`src/rtl/riscv_if_pkg.sv`:
```
// riscv_if_pkg: shared ISA constants for the fetch stage
package riscv_if_pkg;
  localparam int XLEN_DEF = 32;
  localparam logic [31:0] INSN_NOP = 32'h0000_0013;
  localparam int PC_STEP = 4;
endpackage

```
`src/rtl/riscv_if_fifo.sv`:
```
// riscv_if_fifo: synchronous instruction buffer; flush dominates push/pop
module riscv_if_fifo #(
  parameter int WIDTH = 64,
  parameter int DEPTH = 2
) (
  input  logic                     clk,
  input  logic                     rst,
  input  logic                     push,
  input  logic                     pop,
  input  logic                     flush,
  input  logic [WIDTH-1:0]         din,
  output logic                     full,
  output logic                     empty,
  output logic [$clog2(DEPTH):0]   count,
  output logic [WIDTH-1:0]         head
);
  localparam int AW = $clog2(DEPTH);
  logic [WIDTH-1:0] mem [DEPTH];
  logic [AW:0] wr, rd;
  assign count = wr - rd;
  assign empty = wr == rd;
  assign full = count == (AW+1)'(DEPTH);
  assign head = mem[rd[AW-1:0]];
  always_ff @(posedge clk) begin
    if (rst || flush) begin
      wr <= '0;
      rd <= '0;
    end else begin
      if (push && !full) begin
        mem[wr[AW-1:0]] <= din;
        wr <= wr + 1'b1;
      end
      if (pop && !empty) rd <= rd + 1'b1;
    end
  end
endmodule

```
`src/rtl/riscv_if.sv`:
```
// riscv_if: instruction fetch with credit-limited requests, PC-tagged buffer and redirect flush
module riscv_if
  import riscv_if_pkg::*;
#(
  parameter int XLEN = XLEN_DEF,
  parameter logic [XLEN-1:0] RESET_PC = '0,
  parameter int DEPTH = 2
) (
  input  logic            clk,
  input  logic            rst,
  output logic            imem_req,
  output logic [XLEN-1:0] imem_addr,
  input  logic            imem_gnt,
  input  logic            imem_rvalid,
  input  logic [XLEN-1:0] imem_rdata,
  input  logic            redirect,
  input  logic [XLEN-1:0] redirect_pc,
  input  logic            id_ready,
  output logic            id_valid,
  output logic [XLEN-1:0] instruction,
  output logic [XLEN-1:0] pc,
  output logic            misaligned
);
  localparam int CW = $clog2(DEPTH) + 1;
  logic rst_q, full, empty, push, pop, hs;
  logic [XLEN-1:0] fetch_pc, resp_pc, target;
  logic [CW-1:0] outstanding, discard, count;
  logic [CW:0] inflight;
  logic [2*XLEN-1:0] head;
  assign target = {redirect_pc[XLEN-1:2], 2'b00};
  assign id_valid = !empty && !misaligned;
  assign pop = id_valid && id_ready && !redirect;
  // a same-cycle pop frees a slot, which is what lets DEPTH=2 sustain one fetch per cycle
  assign inflight = (CW+1)'(outstanding) + (CW+1)'(count) - (CW+1)'(pop);
  assign imem_req = !rst_q && !redirect && !misaligned && (inflight < (CW+1)'(DEPTH));
  assign imem_addr = fetch_pc;
  assign hs = imem_req && imem_gnt;
  assign push = imem_rvalid && !redirect && discard == '0;
  assign instruction = id_valid ? head[XLEN-1:0] : XLEN'(INSN_NOP);
  assign pc = id_valid ? head[2*XLEN-1:XLEN] : resp_pc;
  riscv_if_fifo #(.WIDTH(2*XLEN), .DEPTH(DEPTH)) u_fifo (
    .clk(clk), .rst(rst), .push(push), .pop(pop), .flush(redirect),
    .din({resp_pc, imem_rdata}), .full(full), .empty(empty), .count(count), .head(head)
  );
  always_ff @(posedge clk) begin
    rst_q <= rst;
    if (rst) begin
      fetch_pc <= RESET_PC;
      resp_pc <= RESET_PC;
      outstanding <= '0;
      discard <= '0;
      misaligned <= 1'b0;
    end else if (redirect) begin
      fetch_pc <= target;
      resp_pc <= target;
      outstanding <= outstanding - CW'(imem_rvalid);
      discard <= outstanding - CW'(imem_rvalid);
      misaligned <= |redirect_pc[1:0];
    end else begin
      if (hs) fetch_pc <= fetch_pc + XLEN'(PC_STEP);
      if (push) resp_pc <= resp_pc + XLEN'(PC_STEP);
      outstanding <= outstanding + CW'(hs) - CW'(imem_rvalid);
      if (imem_rvalid && discard != '0) discard <= discard - 1'b1;
    end
  end
  a_no_push_full: assert property (@(posedge clk) disable iff (rst) !(push && full));
  a_credit: assert property (@(posedge clk) disable iff (rst) outstanding <= CW'(DEPTH));
endmodule

```
`config.mk`:
```
export PLATFORM = sky130hd
export DESIGN_NAME = riscv_if
export DESIGN_NICKNAME = d
export VERILOG_FILES = /design/src/rtl/riscv_if_pkg.sv /design/src/rtl/riscv_if_fifo.sv /design/src/rtl/riscv_if.sv
export SDC_FILE = /design/constraint.sdc
export NUM_CORES = 1
export LEC_CHECK = 0
export CAP_MARGIN = 25
export CORE_AREA = 4 4 157 121
export CTS_BUF_LIST = sky130_fd_sc_hd__clkbuf_16
export DETAILED_ROUTE_END_ITERATION = 16
export DIE_AREA = 0 0 161 125
export PLACE_DENSITY = 0.91
export SYNTH_ARGS = -nofsm -noshare
export SYNTH_HDL_FRONTEND = slang
export SYNTH_SLANG_ARGS = --single-unit
```
`constraint.sdc`:
```
create_clock -name clk -period 5.4 [get_ports clk]
set_clock_uncertainty 0.15 [all_clocks]
set_input_delay 0.81 -clock clk [delete_from_list [all_inputs] [get_ports clk]]
set_output_delay 0.81 -clock clk [all_outputs]
set_load 0.005 [all_outputs]
```
==> results of run 1 <==
==> cell type report <==
| class | instances | area [um2] | area share |
|---|---|---|---|
| Sequential cell | 195 | 5150 | 0.446 |
| Multi-Input combinational cell | 549 | 3660 | 0.317 |
| Timing Repair Buffer | 178 | 1760 | 0.153 |
| Clock buffer | 17 | 425 | 0.0368 |
| Tap cell | 242 | 303 | 0.0262 |
| Clock inverter | 15 | 158 | 0.0137 |
| Inverter | 22 | 82.6 | 0.00715 |
==> how the worst max path moves through the flow <==
stage               endpoint  startpoint  cells past startpoint
5_1_grt             imem_req    redirect                      9
6_report            imem_req    redirect                      9
3_3_place_gp        imem_req    redirect                      9
2_1_floorplan  imem_addr[21]    redirect                     12
3_5_place_dp   imem_addr[15]    redirect                     10
4_1_cts             imem_req    redirect                      9
==> cell usage after synthesis, types with 2 or more instances <==
| master | n |
|---|---|
| a2111oi_0 | 6 |
| a211oi_1 | 4 |
| a21boi_0 | 10 |
| a21o_1 | 2 |
| a21oi_1 | 13 |
| a311oi_1 | 5 |
| a31oi_1 | 22 |
| and2_1 | 9 |
| and3_1 | 10 |
| and4_1 | 10 |
| buf_1 | 6 |
| buf_2 | 5 |
| buf_4 | 4 |
| clkbuf_1 | 48 |
| dfxtp_1 | 71 |
| edfxtp_1 | 124 |
| ha_1 | 8 |
| inv_1 | 21 |
| mux2i_1 | 62 |
| nand2_1 | 68 |
| nand2b_1 | 2 |
| nand3_1 | 19 |
| nand4_1 | 25 |
| nand4_2 | 2 |
| nor2_1 | 54 |
| nor2b_1 | 3 |
| nor3_1 | 9 |
| nor4_1 | 26 |
| o211ai_1 | 19 |
| o21a_1 | 12 |
| o21ai_0 | 41 |
| o311a_1 | 3 |
| o311ai_0 | 6 |
| o31a_1 | 18 |
| o31ai_1 | 10 |
| or2_1 | 2 |
| or2_2 | 2 |
| or3_1 | 6 |
| or4_1 | 18 |
| or4b_1 | 5 |
| xnor2_1 | 13 |
| xor2_1 | 8 |
==> cells by family (layout without fill, tap and decap cells) <==
| kind of cell | after synthesis | count (layout) | share of synthesized area |
|---|---|---|---|
| muxes | 62 | 62 | 0.0679 |
| adders and majority gates | 9 | 9 | 0.0131 |
| and+or+nand+nor | 277 | 277 | 0.163 |
| buffers and inverters | 86 | 232 | 0.0384 |
| DFF | 195 | 195 | 0.563 |
| other | 1 | 4 | 0.000410 |
| AOI/OAI and AO/OA | 175 | 175 | 0.132 |
| xor gates and xnor gates | 22 | 22 | 0.0227 |
==> flip-flops by register name (all words and copies together) (netlist names), named ones only <==
name / cells
imem_addr: 30
rst_q: 1
discard: 2
misaligned: 1
outstanding: 2
u_fifo.wr: 2
u_fifo.mem: 124
u_fifo.rd: 2
resp_pc: 30
==> metal layers <==
layer	vias up	wire length [um]	GRT usage
li1	3428	-	-
met1	3594	10000	0.316
met2	391	11200	0.371
met3	39	1990	0.0556
met4	0	392	0.0612
met5	-	0	0
==> worst reg2reg max path: cells and delay by family (launching register included) <==
| kind | cells | cell delay, ns |
|---|---|---|
| AO/OA/AOI/OAI | 2 | 0.54 |
| adder cells (fa/ha/maj) | 3 | 1.16 |
| buffers and inverters | 1 | 0.07 |
| flip-flops | 1 | 0.34 |
| AND/OR/NAND/NOR | 4 | 1.66 |
==> power breakdown <==
group | internal (mW) | leakage [nW] | switching [mW]
combinational | 0.210 | 1.67 | 0.198
clock | 0.687 | 0.287 | 0.570
sequential | 1.64 | 1.73 | 0.0707
==> per-stage QoR <==
| stage | worst slack, ns | cell area (um2) | util | total power, mW |
|---|---|---|---|---|
| after floorplan | 1.32 | 9160 | - | 1.92 |
| after global placement | 0.664 | 10900 | 0.626 | 2.13 |
| after detailed placement | 0.598 | 10900 | 0.626 | 2.15 |
| after CTS | 0.631 | 11500 | 0.660 | 3.39 |
| after global routing | 0.452 | 11500 | 0.662 | 3.50 |
| final | 0.649 | 11500 | 0.662 | 3.38 |
==> metrics, run 1 <==
routed vias 7452; CP delay by family, top buffers and inverters; commonest non-fill, non-tap cell in the layout clkdlybuf4s50_1; crit-path max FO 7; worst hold slack 0.319 ns; Crit path required time 4.44 ns; HP Start u_fifo.wr[0]; GP Congestion 0.882; Fmax 210 MHz; cell count of the worst hold path 2; Syn. warnings 0; Max Slew Vio Count 0; largest net degree at the start of global routing 63; Pwr Density 293 nW/um2; static leakage 3.68 nW; R2R cell count 10; routed vias/inst 6.12; outcome finished, final reports clean; Fill cells 1300; hold endpoint u_fifo.wr[0]; TNS Setup 0 ns; Max Cap Viol 0; post-synth top area share 0.407; most frequent cells in the layout 164 x clkdlybuf4s50_1, 124 x edfxtp_1, 70 x dfxtp_1; CP Capture Type primary output; Reg2Reg Setup Slack 1.40 ns; Worst VDD drop 0.000202 V; synthesized area per cell 11.1 um2; number of CTS-inserted buffers 17; number of synthesized flops with an enable pin 124; Initial DRC Count 873; critical path class input port to primary output; worst-path cell chain clkdlybuf4s50_1 -> or2_1 -> a211oi_1 -> ha_1 -> nand2b_1 -> fa_1 -> xnor2_1 -> nor4b_1 -> clkdlybuf4s50_1; Die W 161 um; vias in the first global route 7196; clock tree sinks 195; global-route wire length before repair 37700 um; final hold violations 0; clk slew on worst S/H paths 0.07 ns; Seq/Total Area, Yosys 0.563; share of post-route cells with drive strength above 1 0.0553; GRT Overall Usage 0.230; cts repair resizes 0; Cells after Synth 827; Final nets 1042; Rows 42; grt ovf 0; Die Area 20100 um2; Clock Tree Root clkbuf_16; Distinct cells, synth 58; Tmin final 4.75 ns; #FFs+latches synth 195; r2r startpoint u_fifo.wr[0]; ys async rst share 0; Vert. Die Dim 125 um; clk buf depth 2; Post-Route WL 23600 um; critical path buffer and inverter count 2; CTS tree done; Final Setup Violations 0; crit path DAT 3.79 ns; post-route ant nets 0; CP max-delay cell clkdlybuf4s50_1; Post-CTS Setup Bufs 0; drt drc 0; n_diodes 0; CTS Hold Buffers Added 0; Hold WC Path Type flop to flop; Slew Limit Headroom 0.246; RSZ-0062 raised after global routing false; Cell Area, Synth 9150 um2; placed cells 1184; initial antenna violation count 0; buffers added on ports 164; Skew-Pair Late Insertion Delay 0.43 ns; reg2reg end imem_addr[15]; per-cell routed wire length 19.4 um; crit-path max cell delay 0.57 ns; Final Non-Filler Cells 1218; ys flop type edfxtp_1; CTS H-tree depth 4; initial core utilization 0.524; Startpoint Class input port; Yosys top cell by area edfxtp_1; most used cell along the critical path clkdlybuf4s50_1; largest cells by area after synthesis edfxtp_1 41%, dfxtp_1 16%, mux2i_1 6.8%, nand2_1 2.8%, o21ai_0 2.2%; Core ar. 17400 um2; I/O pin total 169; Tcrit/Tclk final 0.880; Final HPWL DP 16100 um; area grow syn2layout 26.2%; slew of the pin with the lowest slew margin 1.12 ns; DRT Pass-1 Iters 5
Power figures use the tool's default switching activity.
==> run 2: changes to the inputs <==
- CORE_AREA: 4 4 157 121 -> 4 4 154 119
- DIE_AREA: 0 0 161 125 -> 0 0 158 123
- PLACE_DENSITY: 0.91 -> 0.94
- clock period: 5.4 -> 6.1 ns (I/O delays scaled with it)
==> run 2 against run 1 <==
  * Register-to-register slack better by 0.45 ns
  * Worst setup slack improved by 0.094 ns
  * Final cell count fell by 2.3%
  * Sequential share of layout area barely moved
  * Clock-buffer cell count is the same
  * Die area shrank 3.4%
  * Core utilization up 3.0 points
  * Combinational power is 11% lower
  * Design area is essentially flat
  * Largest power group unchanged
==> metrics, run 2 (same netlist as run 1, synthesis figures left out) <==
largest net degree at the start of global routing 63 (unchanged); Clk network pwr share 0.376 (was 0.372); routed vias/inst 6.25 (was 6.12); Pwr Density 262 nW/um2 (was 293 nW/um2); routed vias 7435 (was 7452); Storage cell area 5150 um2 (unchanged); share of post-route cells with drive strength above 1 0.0523 (was 0.0553); Die Area 19400 um2 (was 20100 um2); commonest non-fill, non-tap cell in the layout clkdlybuf4s50_1 (unchanged); CTS Hold Buffers Added 0 (unchanged); outcome finished, final reports clean (unchanged); Max Slew Vio Count 0 (unchanged); Slew Limit Headroom 0.312 (was 0.246); most frequent cells in the layout 164 x clkdlybuf4s50_1, 124 x edfxtp_1, 70 x dfxtp_1 (unchanged); Final nets 1041 (was 1042); drt drc 0 (unchanged); vias in the first global route 7181 (was 7196); CTS tree done (unchanged); Rows 41 (was 42); Initial DRC Count 874 (was 873); per-cell routed wire length 20.1 um (was 19.4 um); clk buf depth 2 (unchanged); post-route ant nets 0 (unchanged); CTS H-tree depth 4 (unchanged); Post-CTS Setup Bufs 0 (unchanged); TNS Setup 0 ns (unchanged); initial antenna violation count 0 (unchanged); Tcrit/Tclk final 0.878; max reg flops 124 (unchanged); Tmin final 5.36 ns; GRT Overall Usage 0.241 (was 0.230); Core ar. 16700 um2 (was 17400 um2); HP Start u_fifo.wr[0] (unchanged); Total Power 3.02 mW (was 3.38 mW); reg2reg end outstanding[1] (was imem_addr[15]); crit-path max FO 13 (was 7); static leakage 3.69 nW (was 3.68 nW); Fill cells 1203 (was 1300); clock tree sinks 195 (unchanged); slew of the pin with the lowest slew margin 1.02 ns (was 1.12 ns); Post-Route WL 23900 um (was 23600 um); Final Setup Violations 0 (unchanged); crit path DAT 4.29 ns (was 3.79 ns); Reg2Reg Setup Slack 1.85 ns (was 1.40 ns); Final Non-Filler Cells 1190 (was 1218); combinational power share 0.120 (was 0.121); Flop pwr share 0.503 (was 0.507); Vert. Die Dim 123 um (was 125 um); initial core utilization 0.549 (was 0.524); area of the multi-input gates 3660 um2 (unchanged); r2r startpoint u_fifo.wr[0] (unchanged); Final Core Density 0.692 (was 0.662); Switching Share 0.243 (was 0.248); critical path class input port to primary output (unchanged); placed cells 1155 (was 1184); grt ovf 0 (unchanged); Startpoint Class input port (unchanged); Cell Int Power 2.28 mW (was 2.54 mW); n_diodes 0 (unchanged); buffers added on ports 164 (unchanged); number of CTS-inserted buffers 17 (unchanged); final hold violations 0 (unchanged); Final HPWL DP 16000 um (was 16100 um); Skew-Pair Late Insertion Delay 0.43 ns (about the same); cts repair resizes 0 (unchanged); RSZ-0062 raised after global routing false (unchanged); hold endpoint u_fifo.wr[0] (unchanged); Worst VDD drop 0.000202 V (about the same); Max Cap Viol 0 (unchanged); worst hold slack 0.319 ns (about the same); global-route wire length before repair 37100 um (was 37700 um); Hold WC Path Type flop to flop (unchanged); I/O pin total 169 (unchanged); Die W 158 um (was 161 um); Clock Tree Root clkbuf_16 (unchanged); DRT Pass-1 Iters 6 (was 5); R2R cell count 12 (was 10); area grow syn2layout 26.1% (was 26.2%); clk slew on worst S/H paths 0.07 ns (about the same); P_sw 734 uW (was 839 uW); Crit path required time 5.03 ns (was 4.44 ns); CP Capture Type primary output (unchanged); GP Congestion 0.898 (was 0.882); cell count of the worst hold path 2 (unchanged); Fmax 187 MHz
run 2: cell types whose count changed in the layout (fill, tap and decap cells not counted), sizes merged:
cell,delta
bufinv,+1
inv,-3
clkinv,+2
buf,-1
run 2: routing by layer:
metal	global-route usage	up-vias	wire [um]
met5	0	-	0
met4	0.0799	0	563
li1	-	3420	-
met3	0.0560	56	2140
met1	0.323	3523	9900
met2	0.389	436	11300
run 2: per-stage QoR:
step / setup WS [ns] / area (um2)
after detailed placement: 0.781 / 10900
after global placement: 0.924 / 10900
after floorplan: 1.82 / 9160
after CTS: 0.772 / 11500
final: 0.743 / 11500
after global routing: 0.472 / 11500
run 2: worst max-delay path: stages:
cell,delay [ns]
clkdlybuf4s50_1,0.42
or2_1,0.31
a211oi_1,0.37
ha_1,0.30
nand2b_1,0.15
fa_1,0.38
xnor2_1,0.81
nor4b_1,0.15
clkdlybuf4s50_1,0.49
run 2: area by class of cell:
| class | instances | share of cell area |
|---|---|---|
| Sequential cell | 195 | 0.446 |
| Multi-Input combinational cell | 549 | 0.318 |
| Timing Repair Buffer | 177 | 0.154 |
| Clock buffer | 17 | 0.0369 |
| Tap cell | 215 | 0.0233 |
| Clock inverter | 15 | 0.0143 |
| Inverter | 22 | 0.00716 |
run 2: worst max-delay path by stage:
stage	from	end	slack (ns)	cells after the start
after floorplan	redirect	imem_req	1.82	10
after global placement	redirect	imem_req	0.92	9
after detailed placement	redirect	imem_req	0.78	9
after CTS	redirect	imem_req	0.77	9
final	redirect	imem_req	0.74	9
after global routing	redirect	imem_req	0.47	9
run 2: power by group through the flow:
stage	clock [mW]	combinational (mW)	sequential, mW
after floorplan	0	0.175	1.53
final	1.14	0.363	1.52
after CTS	1.14	0.358	1.52
after global placement	0	0.340	1.54
after detailed placement	0	0.353	1.55
after global routing	1.20	0.393	1.52
